$ cat src/rtl/clk_div_bank.sv
// clk_div_bank: bank of NCH independent 50%-duty clock dividers on CLK_40M.
// Each channel toggles clk_out after N cycles (period 2N). A newly loaded
// ratio waits for the end of the current period (the 1->0 toggle), so no
// short or stretched pulse appears when the ratio changes.
// Optional feature macro: CLKDIV_STB_EN. When defined, stb pulses on each
// rising edge of clk_out. When undefined, stb is tied low and has no flops.
module clk_div_bank #(
    parameter int                  NCH      = 3,
    parameter int                  CW       = 5,
    parameter logic [NCH*CW-1:0]   DIV_INIT = {5'd8, 5'd4, 5'd2}
) (
    input  logic                CLK_40M,
    input  logic                rst_n,
    input  logic [NCH-1:0]      ch_en,
    input  logic [NCH*CW-1:0]   div_ratio,
    input  logic                load,
    input  logic                sync_clr,
    output logic [NCH-1:0]      clk_out,
    output logic [NCH-1:0]      stb,
    output logic [NCH-1:0]      pend
);

    localparam logic [CW-1:0] ONE = {{(CW-1){1'b0}}, 1'b1};

    logic [CW-1:0]  cnt_q [NCH];
    logic [CW-1:0]  cnt_d [NCH];
    logic [CW-1:0]  act_q [NCH];
    logic [CW-1:0]  act_d [NCH];
    logic [CW-1:0]  pnd_q [NCH];
    logic [CW-1:0]  pnd_d [NCH];
    logic [NCH-1:0] clk_q, clk_d;
    logic [NCH-1:0] pend_q, pend_d;

    // Per-channel scratch values, recomputed for every channel in the loop.
    logic           run_c;
    logic           wrap_c;
    logic           fall_c;
    logic [CW-1:0]  req_c;

    // Next-state for counters, divided clocks and the active/pending ratios.
    always_comb begin
        run_c  = 1'b0;
        wrap_c = 1'b0;
        fall_c = 1'b0;
        req_c  = '0;
        clk_d  = clk_q;
        pend_d = pend_q;
        for (int i = 0; i < NCH; i++) begin
            cnt_d[i] = cnt_q[i];
            act_d[i] = act_q[i];
            pnd_d[i] = pnd_q[i];

            req_c  = div_ratio[i*CW +: CW];
            run_c  = ch_en[i] && (act_q[i] != '0);
            wrap_c = (cnt_q[i] == (act_q[i] - ONE));
            // Period boundary: the toggle that takes clk_out from 1 to 0.
            fall_c = run_c && !sync_clr && wrap_c && clk_q[i];

            // Disable beats sync_clr, which beats normal counting.
            if (!ch_en[i] || sync_clr || (act_q[i] == '0)) begin
                cnt_d[i] = '0;
                clk_d[i] = 1'b0;
            end else if (wrap_c) begin
                cnt_d[i] = '0;
                clk_d[i] = ~clk_q[i];
            end else begin
                cnt_d[i] = cnt_q[i] + ONE;
            end

            // A fresh load always refreshes the holding register; later
            // loads simply overwrite it.
            if (load) begin
                pnd_d[i] = req_c;
            end

            // A ratio may take effect when the channel is realigned, idle,
            // or at a period boundary; the newest request wins.
            if (sync_clr || !run_c || fall_c) begin
                if (load) begin
                    act_d[i] = req_c;
                end else if (pend_q[i]) begin
                    act_d[i] = pnd_q[i];
                end
                pend_d[i] = 1'b0;
            end else if (load) begin
                pend_d[i] = 1'b1;
            end
        end
    end

    // State registers; reset restores the power-up ratios and drops pending ones.
    always_ff @(posedge CLK_40M or negedge rst_n) begin
        if (!rst_n) begin
            for (int i = 0; i < NCH; i++) begin
                cnt_q[i] <= '0;
                act_q[i] <= DIV_INIT[i*CW +: CW];
                pnd_q[i] <= '0;
            end
            clk_q  <= '0;
            pend_q <= '0;
        end else begin
            for (int i = 0; i < NCH; i++) begin
                cnt_q[i] <= cnt_d[i];
                act_q[i] <= act_d[i];
                pnd_q[i] <= pnd_d[i];
            end
            clk_q  <= clk_d;
            pend_q <= pend_d;
        end
    end

    assign clk_out = clk_q;
    assign pend    = pend_q;

`ifdef CLKDIV_STB_EN
    logic [NCH-1:0] stb_q, stb_d;

    // Strobe is registered alongside clk_out so it is high in its first high cycle.
    always_comb begin
        stb_d = clk_d & ~clk_q;
    end

    // Strobe register.
    always_ff @(posedge CLK_40M or negedge rst_n) begin
        if (!rst_n) begin
            stb_q <= '0;
        end else begin
            stb_q <= stb_d;
        end
    end

    assign stb = stb_q;
`else
    assign stb = '0;
`endif

endmodule

$ cat config.mk
export PLATFORM = sky130hd
export DESIGN_NAME = clk_div_bank
export DESIGN_NICKNAME = d
export VERILOG_FILES = /design/src/rtl/clk_div_bank.sv
export SDC_FILE = /design/constraint.sdc
export NUM_CORES = 1
export LEC_CHECK = 0
export ABC_CLOCK_PERIOD_IN_PS = 2900
export CAP_MARGIN = 0
export CORE_ASPECT_RATIO = 0.75
export CORE_MARGIN = 2
export CORE_UTILIZATION = 55
export DETAILED_ROUTE_END_ITERATION = 12
export GPL_TIMING_DRIVEN = 0
export MAX_ROUTING_LAYER = met4
export PLACE_DENSITY_LB_ADDON = 0.25
export RECOVER_POWER = 50
export SLEW_MARGIN = 5
export SYNTH_ARGS = -nofsm -noshare
export SYNTH_HDL_FRONTEND = slang
export SYNTH_SLANG_ARGS = --single-unit
$ cat constraint.sdc
create_clock -name CLK_40M -period 2.9 [get_ports CLK_40M]
set_input_delay 0.58 -clock CLK_40M [delete_from_list [all_inputs] [get_ports CLK_40M]]
set_output_delay 0.58 -clock CLK_40M [all_outputs]
set_load 0.03 [all_outputs]
Word-level counts from Yosys, hierarchy flattened
Cells that the tools add are included.

Register bits: 51. Input bits: 22. Logic and storage cells: 98. Output and inout bits: 9.

Add/subtract/negate cells: 6. Bitwise logic cells: 3. Reductions and logical operators: 49. Equality and inequality tests: 3. Muxes and demuxes: 22.

Operator list (count): $mux 5 (12); $reduce_bool 2->1 (9); $add 5x1->5 const B (3); $eq 5x5->1 (3); $logic_not 5->1 (3); $reduce_bool 5->1 (3); $sub 5x1->5 const B (3); $logic_and 1x1->1 (12); $logic_or 1x1->1 (12); $mux 1 (10); $logic_not 1->1 (7); $reduce_and 2->1 (3); $not 1->1 (3).

Logic depth before layout (Yosys ltp)
Depth in word-level cells: 7. Gate-level depth with buffers: 8. Depth with buffers taken out: 7.

Worst setup path before layout
OpenSTA, ideal clock, no wires.

Kind: register -> register. Start: register act_q[5] in the netlist's numbering. End: register act_q[9] in the netlist's numbering. Stages on the path, launching flop included: 9. Buffers on the path: 1. Period minus slack after synthesis: 1920 ps. Setup slack: 980 ps. Setup time: 96 ps. Arrival time: 1825 ps. Cells stage by stage: dfrtp_1 inv_1 ha_1 or4b_4 nand3b_4 buf_6 nor3_1 a311o_1 a311oi_2.

Cells in the longest elaborated chain, start to end: 7. Elaborated cells between the ends (all ways): 11. Classes of those cells: add/sub (1); eq/ne (1); reduce/logical (9).

Ends and longest elaborated chain: from (decl) (RTL line 27) `logic [CW-1:0] act_q [NCH];`; from (signal, indexed assignment) (RTL line 96) `act_q[i] <= DIV_INIT[i*CW +: CW];`; from (signal, indexed assignment) (RTL line 104) `act_q[i] <= act_d[i];`; branches (longest 5 deep; another with $sub 5x1->5); $logic_or 1x1->1 (*) (RTL line 78) `if (sync_clr || !run_c || fall_c) begin`; $reduce_and 2->1 (no line) (*).

Every way passes the cells marked *. A chain may end at the register's enable or synchronous reset.

Worst setup path in the final report
Start: register act_q[5] in the netlist's numbering. End: register act_q[8] in the netlist's numbering.

Same word-level chain as after synthesis.

==> out/results.txt <==
Routed Antenna Nets - 0
Setup crit end kind - flop
Final hold vios - 0
First-pass GRT wire length - 10400 um
CP bufs+invs - 2
Antenna cells - 0
CP startpoint kind - flop
Power consumption - 2.00 mW
Syn avg cell area - 9.92 um2
Metal2 WL - 2800 um
M1 WL - 3060 um
Detailed Route WL - 6220 um
Die Area - 6150 um2
Dpl hpwl - 4430 um
# rows - 23
Post-route insts no fill - 419
Initial antenna violation count - 0
Number of synthesized flops with an enable pin - 0
Die X - 89.9 um
Seq/Total Area, Yosys - 42.0%
Number of remaining DRC errors - 0
Hold slack - 484 ps
Placed cells - 411
Fraction of layout cells with a size suffix above 1 - 9.88%
Max Cap Viol - 0
Status - complete, no violations
Die height - 68.4 um
Routed length per instance - 14.9 um
Post-CTS setup buffer count - 0
GP Congestion - 0.803
H-tree depth - 2
Crit path largest cell delay - 460 ps
Clock tree from TritonCTS - yes
RSZ-0062 raised after global routing - false
Hold Crit Class - primary input to async pin
Leak - 1.69 nW
CP delay by family, top - compound AO/OA/AOI/OAI gates
Vias in the first global route - 2184
Critical path peak fanout - 10
PwrDens - 572 nW/um2
Vias - 2376
Clk slew on worst S/H paths - 100 ps
Post-CTS Hold Buffers - 0
Synth unique cells - 44
Fmax - 0.468 GHz
I/O pins - 31
DRT Pass-1 Iters - 4
Synth Flop Type - dfrtp_1
WP data required - 3070 ps
Period utilization - 73.6%
Clock tree root driver cell - clkbuf_8
Layout area overhead - 14.6%
Final instance area - 3490 um2
WS Path Type - flop to flop
Post-CTS Resized - 0
Final nets - 371
GRT Overall Usage - 22.1%
Synth Warn # - 0
FFs w/ async S/R, synth - 100%
TritonCTS Buffers - 5
CP max stage cell - dfrtp_1
I/O Buffers - 26
Met3 WL post-DR - 290 um
Vias per cell - 5.67
Relative slew slack - 21.7%
Dpl cell area - 3420 um2
Sinks on Clock Net - 51
Cell count after synthesis - 307
GRT Residual Overflow - 0
Largest net degree at the start of global routing - 33
Setup Viol. Count Final - 0
Cell Area, Synth - 3050 um2
DRT iter0 DRCs - 174
Final clock skew - 15.2 ps
Max Buffers Root-to-Sink - 2
Clock Latency Late Sink - 310 ps
Highest routed layer - met4
Max Slew Vio Count - 0
Worst-path cell chain - inv_1 > ha_1 > a21boi_1 > o21ai_0 > nor2_1 > buf_1 > a311oi_2
Initial Utilization - 56.9%
Maximum vdd drop - 0.000381 V
Synthesized flop and latch total - 51
Crit path arrival time - 2310 ps
Worst slew pin tran - 1180 ps
Post-route minimum period - 2130 ps
Core box area - 5350 um2
-- state kept, by name (all words and copies together), names as in the netlist --
| signal | flops |
|---|---|
| clk_out | 3 |
| cnt_q | 15 |
| pnd_q | 15 |
| pend | 3 |
| act_q | 15 |
-- layout by cell type, fill, tap and decap left out, types with 7 or more instances in the layout --
| cell | count |
|---|---|
| o211a_1 | 12 |
| a31oi_1 | 10 |
| inv_1 | 25 |
| nor3_1 | 28 |
| clkdlybuf4s50_1 | 22 |
| mux2i_1 | 25 |
| nor2_1 | 32 |
| dfrtp_1 | 48 |
| nand3_1 | 7 |
| xnor2_1 | 11 |
| clkbuf_1 | 7 |
| xor2_1 | 18 |
-- final timing paths --
check | startpoint | to | slack (ps) | cells past startpoint
max | act_q[5] | act_q[8] | 770 | 7
min | rst_n | act_q[1] | 480 | 1
max reg2reg | act_q[5] | act_q[8] | 770 | 7
min reg2reg | pnd_q[4] | pnd_q[4] | 510 | 2
max in group asynchronous | rst_n | pnd_q[8] | 1030 | 2
min in group CLK_40M | pnd_q[4] | pnd_q[4] | 510 | 2
-- Yosys cell counts, types with 5 or more instances --
cell,instances,share of area (%)
clkbuf_1,5,0.62
xnor2_1,11,3.2
nand2b_1,6,1.2
nor2_1,32,3.9
a31oi_1,10,2.1
ha_1,6,2.5
and3_1,6,1.2
nor3_1,28,4.6
nand3_1,7,1.2
xor2_1,18,5.2
a211oi_1,5,1.2
buf_2,5,0.82
buf_4,6,1.5
a311o_1,5,1.6
dfrtp_1,48,39
mux2i_1,25,8.2
inv_1,25,3.1
o211a_1,12,3.9
-- layout make-up --
type,instances,area (um2)
flip-flops and latches,51,1280
well taps,75,93.8
repair buffers,27,259
multi-input cells,211,1550
inverters,25,93.8
fillers,454,1860
clock buffers,6,72.6
plain buffers,22,128
clock inverters,2,12.5
-- worst reg2reg max path, cell delays in order, from the launching register on --
cell and delay [ps]:
dfrtp_1 460, inv_1 90, ha_1 230, a21boi_1 210, o21ai_0 180, nor2_1 180, buf_1 470, a311oi_2 190
-- where the power goes --
part	total (mW)	internal, mW	switching, mW	leakage (nW)
clock	0.412	0.169	0.243	0.0412
combinational	0.677	0.310	0.367	1.01
sequential	0.908	0.811	0.0974	0.638
total	2.00	1.29	0.707	1.69
-- stage by stage --
stage          utilization (%)  worst slack [ps]  setup TNS, ps
3_5_place_dp              63.9               656              0
4_1_cts                   65.5               776              0
5_1_grt                   65.2               581              0
6_report                  65.2               765              0
3_3_place_gp              63.7              -316         -14980
2_1_floorplan                -               980              0
-- per-layer routing --
layer	vias up	track usage, %
li1	1149	-
met1	1154	29.7
met2	64	34.4
met3	9	4.41
met4	0	7.50
met5	-	-
-- cells by family after synthesis --
group / count (synthesis) / share of synthesized area, %
xor+xnor: 29 / 8.34
buf+inv: 47 / 7.27
mux: 25 / 8.22
other cells: 1 / 0.123
flops: 51 / 42.0
compound gates: 51 / 14.0
simple gates: 97 / 17.6
fa+ha+maj: 6 / 2.47
No activity file was read; power rests on OpenSTA's default activity.
